--- src/rtl/blit_patpix.sv ---
// blit_patpix: pattern byte serializer emitting 8/4/2-bit pixels MSB-first, one per STEP.
// Optional PATZERO output is built only when BLIT_PATZERO_EN is defined.
`default_nettype none

module blit_patpix (
  input  logic       MasterClock,
  input  logic       RESETL,
  input  logic [7:0] PATD,
  input  logic       PATLD,
  input  logic [1:0] PMODE,
  input  logic       PATREP,
  input  logic       STEP,
  output logic [7:0] PIXD,
  output logic       PIXVAL,
  output logic       PATREQ,
  output logic       STARVE
`ifdef BLIT_PATZERO_EN
  ,output logic      PATZERO
`endif
);

  typedef enum logic {S_EMPTY = 1'b0, S_FULL = 1'b1} state_e;

  state_e      state_q, state_d;
  logic [7:0]  sr_q, sr_d;
  logic [7:0]  hold_q, hold_d;
  logic [1:0]  modeq_q, modeq_d;
  logic [2:0]  cnt_q, cnt_d;
  logic [7:0]  pixd_q, pixd_d;
  logic        pixval_q, pixval_d;
  logic        starve_q, starve_d;

  function automatic logic [2:0] ppb(input logic [1:0] mode);
    case (mode)
      2'b01:   ppb = 3'd2;
      2'b10:   ppb = 3'd4;
      default: ppb = 3'd1;
    endcase
  endfunction

  function automatic logic [7:0] pix_of(input logic [7:0] sr, input logic [1:0] mode);
    case (mode)
      2'b01:   pix_of = {4'b0, sr[7:4]};
      2'b10:   pix_of = {6'b0, sr[7:6]};
      default: pix_of = sr;
    endcase
  endfunction

  always_comb begin
    state_d  = state_q;
    sr_d     = sr_q;
    hold_d   = hold_q;
    modeq_d  = modeq_q;
    cnt_d    = cnt_q;
    starve_d = 1'b0;

    // A load always wins; a STEP coinciding with it is either starved (EMPTY)
    // or absorbed by the discarded byte (FULL).
    if (PATLD) begin
      sr_d     = PATD;
      hold_d   = PATD;
      modeq_d  = PMODE;
      cnt_d    = ppb(PMODE);
      state_d  = S_FULL;
      starve_d = (state_q == S_EMPTY) && STEP;
    end else if (state_q == S_EMPTY) begin
      starve_d = STEP;
    end else if (STEP) begin
      if (cnt_q > 3'd1) begin
        cnt_d = cnt_q - 3'd1;
        case (modeq_q)
          2'b01:   sr_d = {sr_q[3:0], 4'b0};
          2'b10:   sr_d = {sr_q[5:0], 2'b0};
          default: sr_d = 8'h00;
        endcase
      end else if (PATREP) begin
        sr_d  = hold_q;
        cnt_d = ppb(modeq_q);
      end else begin
        state_d = S_EMPTY;
      end
    end

    pixval_d = (state_d == S_FULL);
    pixd_d   = pixval_d ? pix_of(sr_d, modeq_d) : 8'h00;
  end

  always_ff @(posedge MasterClock or negedge RESETL) begin
    if (!RESETL) begin
      state_q  <= S_EMPTY;
      sr_q     <= 8'h00;
      hold_q   <= 8'h00;
      modeq_q  <= 2'b00;
      cnt_q    <= 3'd0;
      pixd_q   <= 8'h00;
      pixval_q <= 1'b0;
      starve_q <= 1'b0;
    end else begin
      state_q  <= state_d;
      sr_q     <= sr_d;
      hold_q   <= hold_d;
      modeq_q  <= modeq_d;
      cnt_q    <= cnt_d;
      pixd_q   <= pixd_d;
      pixval_q <= pixval_d;
      starve_q <= starve_d;
    end
  end

  assign PIXD   = pixd_q;
  assign PIXVAL = pixval_q;
  assign STARVE = starve_q;
  assign PATREQ = (state_q == S_EMPTY);

`ifdef BLIT_PATZERO_EN
  logic patzero_q;

  always_ff @(posedge MasterClock or negedge RESETL) begin
    if (!RESETL) patzero_q <= 1'b0;
    else         patzero_q <= pixval_d && (pixd_d == 8'h00);
  end

  assign PATZERO = patzero_q;
`endif

endmodule

`default_nettype wire

--- config.mk ---
export PLATFORM = sky130hd
export DESIGN_NAME = blit_patpix
export DESIGN_NICKNAME = d
export VERILOG_FILES = /design/src/rtl/blit_patpix.sv
export SDC_FILE = /design/constraint.sdc
export NUM_CORES = 1
export LEC_CHECK = 0
export ABC_AREA = 1
export CAP_MARGIN = 20
export CORE_MARGIN = 10
export CORE_UTILIZATION = 48
export CTS_BUF_LIST = sky130_fd_sc_hd__clkbuf_16
export CTS_CLUSTER_SIZE = 28
export DETAILED_ROUTE_END_ITERATION = 8
export GPL_ROUTABILITY_DRIVEN = 0
export PLACE_DENSITY = 0.75
export SLEW_MARGIN = 5
export SYNTH_ARGS = -nofsm -noshare
export SYNTH_HDL_FRONTEND = slang
export SYNTH_SLANG_ARGS = --single-unit
export TNS_END_PERCENT = 100
--- constraint.sdc ---
create_clock -name MasterClock -period 1.5 [get_ports MasterClock]
set_clock_uncertainty 0.05 [all_clocks]
set_input_delay 0.3 -clock MasterClock [delete_from_list [all_inputs] [get_ports MasterClock]]
set_output_delay 0.3 -clock MasterClock [all_outputs]
set_load 0.02 [all_outputs]
==> impl_summary.txt, run 1 <==
----------------------------------------------------
[Outcome]
  Status ... finished, violations left
  Violations in the final reports ... setup timing

[Yosys]
  Fraction of synthesized cell area taken by the top area cell type ... 0.443
  Top cells by instance count after synthesis ... sky130_fd_sc_hd__nand2_1 (72), sky130_fd_sc_hd__dfrtp_1 (31), sky130_fd_sc_hd__inv_1 (20)
  Most used DFF post-synth ... sky130_fd_sc_hd__dfrtp_1
  Post-synthesis average cell area ... 8.12 um^2
  Post-synthesis register bit count ... 31
  Ranking of synthesized cells by area ... sky130_fd_sc_hd__dfrtp_1 (44%), sky130_fd_sc_hd__nand2_1 (15%), sky130_fd_sc_hd__ha_1 (7.1%)
  Post-synthesis cell area ... 0.00175 mm^2
  Sequential-to-total area share from yosys stat ... 0.443
  Post-Syn Nets ... 241
  Synthesized instance count ... 216
  Number of distinct library cell variants in the gate-level netlist after synthesis ... 31
  Number of enable flip-flop cells after synthesis ... 0
  Ys Warns ... 0
  Post-synth ARST share ... 1.00
  Library cell with the largest summed area after synthesis ... sky130_fd_sc_hd__dfrtp_1
  Most instantiated library cell after synthesis ... sky130_fd_sc_hd__nand2_1

[Floorplan]
  Number of standard-cell rows in the floorplan ... 21
  Die X ... 80.4 um
  Die height ... 80.4 um
  Area of the core ... 0.00344 mm^2
  I/O pin count ... 26
  Die area ... 0.00647 mm^2
  Initial Util ... 0.509

[Power and ir drop]
  Power per standard cell area ... 1530 mW/mm^2
  Power after layout ... 4.39 mW
  Highest ir drop seen on vdd ... 1.13 mV
  Static leakage ... 1.45 nW

[Detailed routing]
  TritonRoute pass-1 iters ... 5
  Iteration-0 DRC Markers ... 179
  Vias/cell ... 5.46
  Via count ... 1,824
  Residual DRC count ... 0
  Post-Route WL ... 6190 um
  DR WL/cell ... 18.5 um
  DRT antenna net count ... 0

[CTS]
  # hold bufs at CTS ... 0
  TritonCTS clock tree ... built
  Clock insertion delay at the later pin of the skew report ... 290 ps
  CTS H-Tree Depth ... 2
  Number of buffers on the longest clock path ... 2
  CTS sink count ... 31
  Clock-pin slew on the worst setup and hold paths ... 60 ps
  Root buffer cell ... sky130_fd_sc_hd__clkbuf_16
  Number of buffers created by CTS ... 5

[Critical path]
  Data arrival time of the critical path ... 1830 ps
  Largest driver fanout on the critical path ... 4
  Kind of capture point of the worst setup path ... register
  Critical Path RT ... 1620 ps
  Worst Setup Start Kind ... register
  Worst Setup Path Type ... register to register

[STA]
  Post-route setup slack ... -215 ps
  Total negative setup slack ... -1430 ps
  Peak Freq ... 0.583 GHz
  Post-route fraction of the period consumed by the critical path ... 1.14
  Pin slew with the least headroom to its limit ... 263 ps
  Max-slew violation count ... 0
  Final number of setup-violating endpoints ... 16
  Min Hold Slack ... 335 ps
  Post-layout minimum cycle time ... 1710 ps
  Endpoints failing hold ... 0
  Unrepaired setup endpoints after global routing ... true
  Worst slew margin ... 0.823

[Global route]
  Total grt overflow ... 0
  Vias in the first global route ... 1,797
  Initial antenna violation count ... 0
  GRT Util Overall ... 0.179
  Maximum number of pins on one net before global-route repair ... 32
  Global-route wire length before repair ... 8870 um

[Place]
  Post-place setup slack ... -456 ps
  Placement Cell Area ... 0.00233 mm^2
  Number of instances in the placed design ... 314
  HPWL after detailed placement ... 3260 um
  Port Buf Inserts ... 25

[Layout]
  Final core utilization ... 0.833
  Final instance count without filler cells ... 334
  Post-layout net count ... 312
  Fraction of layout instances using a drive strength above 1 ... 0.444
  Final std cell area, no fill ... 0.00287 mm^2
  Signed area change from the synthesized netlist to the final layout ... 63.5%
  Antenna cells ... 0
  Filler Cells Inserted ... 177

[Flow run]
  Number of maximum-capacitance constraint violations ... 0

[Min path]
  Tightest Hold Check Type ... primary input to asynchronous set/reset pin

----------------------------------------------------
## sequential cells by signal, summed over array words and instances (netlist names)
| signal | flops |
|---|---|
| PIXD | 8 |
| sr_q | 8 |
| STARVE | 1 |
| hold_q | 8 |
| PIXVAL | 1 |
| cnt_q | 3 |
| modeq_q | 2 |
## final cells by class
| class | count | area [um^2] | share of cell area |
|---|---|---|---|
| flip-flops and latches | 31 | 778 | 0.271 |
| multi-input cells | 154 | 1110 | 0.387 |
| clock buffers | 5 | 125 | 0.0436 |
| clock inverters | 3 | 38.8 | 0.0135 |
| well taps | 46 | 57.6 | 0.0201 |
| repair buffers | 68 | 643 | 0.224 |
| inverters | 27 | 114 | 0.0397 |
## layout by cell type, fill, tap and decap left out, drive strengths merged
cell | netlist | routed
nand4 | 1 | 1
clkdlybuf4s50 | 0 | 11
clkinv | 0 | 2
bufinv | 0 | 1
buf | 4 | 43
nand2 | 82 | 82
nand3 | 12 | 12
o211ai | 2 | 2
clkdlybuf4s15 | 0 | 1
a31oi | 1 | 1
inv | 27 | 27
mux2i | 2 | 2
or2 | 2 | 2
o22ai | 1 | 1
clkbuf | 0 | 5
dlymetal6s2s | 0 | 1
a21oi | 7 | 7
nor2 | 11 | 11
and2 | 1 | 1
o21ai | 19 | 19
o21bai | 1 | 1
dlygate4sd2 | 0 | 12
dfrtp | 31 | 31
xnor2 | 1 | 1
ha | 10 | 10
o21a | 1 | 1
## per-layer routing
metal / global-route usage / routed length [um]
met5: 0 / 0
met4: 0.0915 / 262
met3: 0.0612 / 480
met2: 0.289 / 2970
met1: 0.203 / 2480
## critical path, cell delays in order (launching register included)
cell	delay (ps)
sky130_fd_sc_hd__dfrtp_1	400
sky130_fd_sc_hd__buf_4	160
sky130_fd_sc_hd__ha_4	170
sky130_fd_sc_hd__nand2_1	110
sky130_fd_sc_hd__nand2_1	110
sky130_fd_sc_hd__nand2_1	80
sky130_fd_sc_hd__nand2_1	60
sky130_fd_sc_hd__nand3_2	80
sky130_fd_sc_hd__nand3_4	90
sky130_fd_sc_hd__nand3_2	70
sky130_fd_sc_hd__nand2_1	60
sky130_fd_sc_hd__nor2_1	110
sky130_fd_sc_hd__nor2_1	60
## path summary, 6_finish.rpt
check,slack [ps],depth (start not counted),end,startpoint
hold reg to reg,430,2,hold_q[2]$_DFFE_PN0P_,hold_q[2]$_DFFE_PN0P_
min in group MasterClock,390,5,modeq_q[1]$_DFF_PN0_,PMODE[1]
setup reg to reg,-210,12,PIXD[0]$_DFF_PN0_,modeq_q[0]$_DFF_PN0_
hold / removal,340,2,hold_q[2]$_DFFE_PN0P_,RESETL
setup / recovery,-210,12,PIXD[0]$_DFF_PN0_,modeq_q[0]$_DFF_PN0_
max in group asynchronous,870,2,modeq_q[1]$_DFF_PN0_,RESETL
## report_power, final
| part | switching [mW] | total (mW) | internal, mW | leakage (nW) |
|---|---|---|---|---|
| clock network | 0.390 | 1.16 | 0.774 | 0.0812 |
| registers | 0.119 | 1.11 | 0.990 | 0.379 |
| logic | 1.13 | 2.11 | 0.983 | 0.995 |
| total | 1.64 | 4.39 | 2.75 | 1.45 |
## kinds of logic (layout without fill, tap and decap cells)
logic type	after synthesis	after routing	share of synthesized area
simple gates	109	109	0.291
compound gates	32	32	0.103
flops	31	31	0.443
buf+inv	31	103	0.0757
fa+ha+maj	10	10	0.0714
mux	2	2	0.0114
xor+xnor	1	1	0.00500
## timing repair
action,4_1_cts,5_1_grt
endpoints found under the hold margin,0,0
setup buffers,7,6
setup endpoints to repair,28,16
pin swaps,23,31
resized for setup,49,47
No activity file was read; power rests on OpenSTA's default activity.
==> inputs of run 2 (changes only) <==
ABC_CLOCK_PERIOD_IN_PS = 1500   (was unset)
==> results of run 2 <==
Final layout, timing and power as in run 1 (identical DEF).
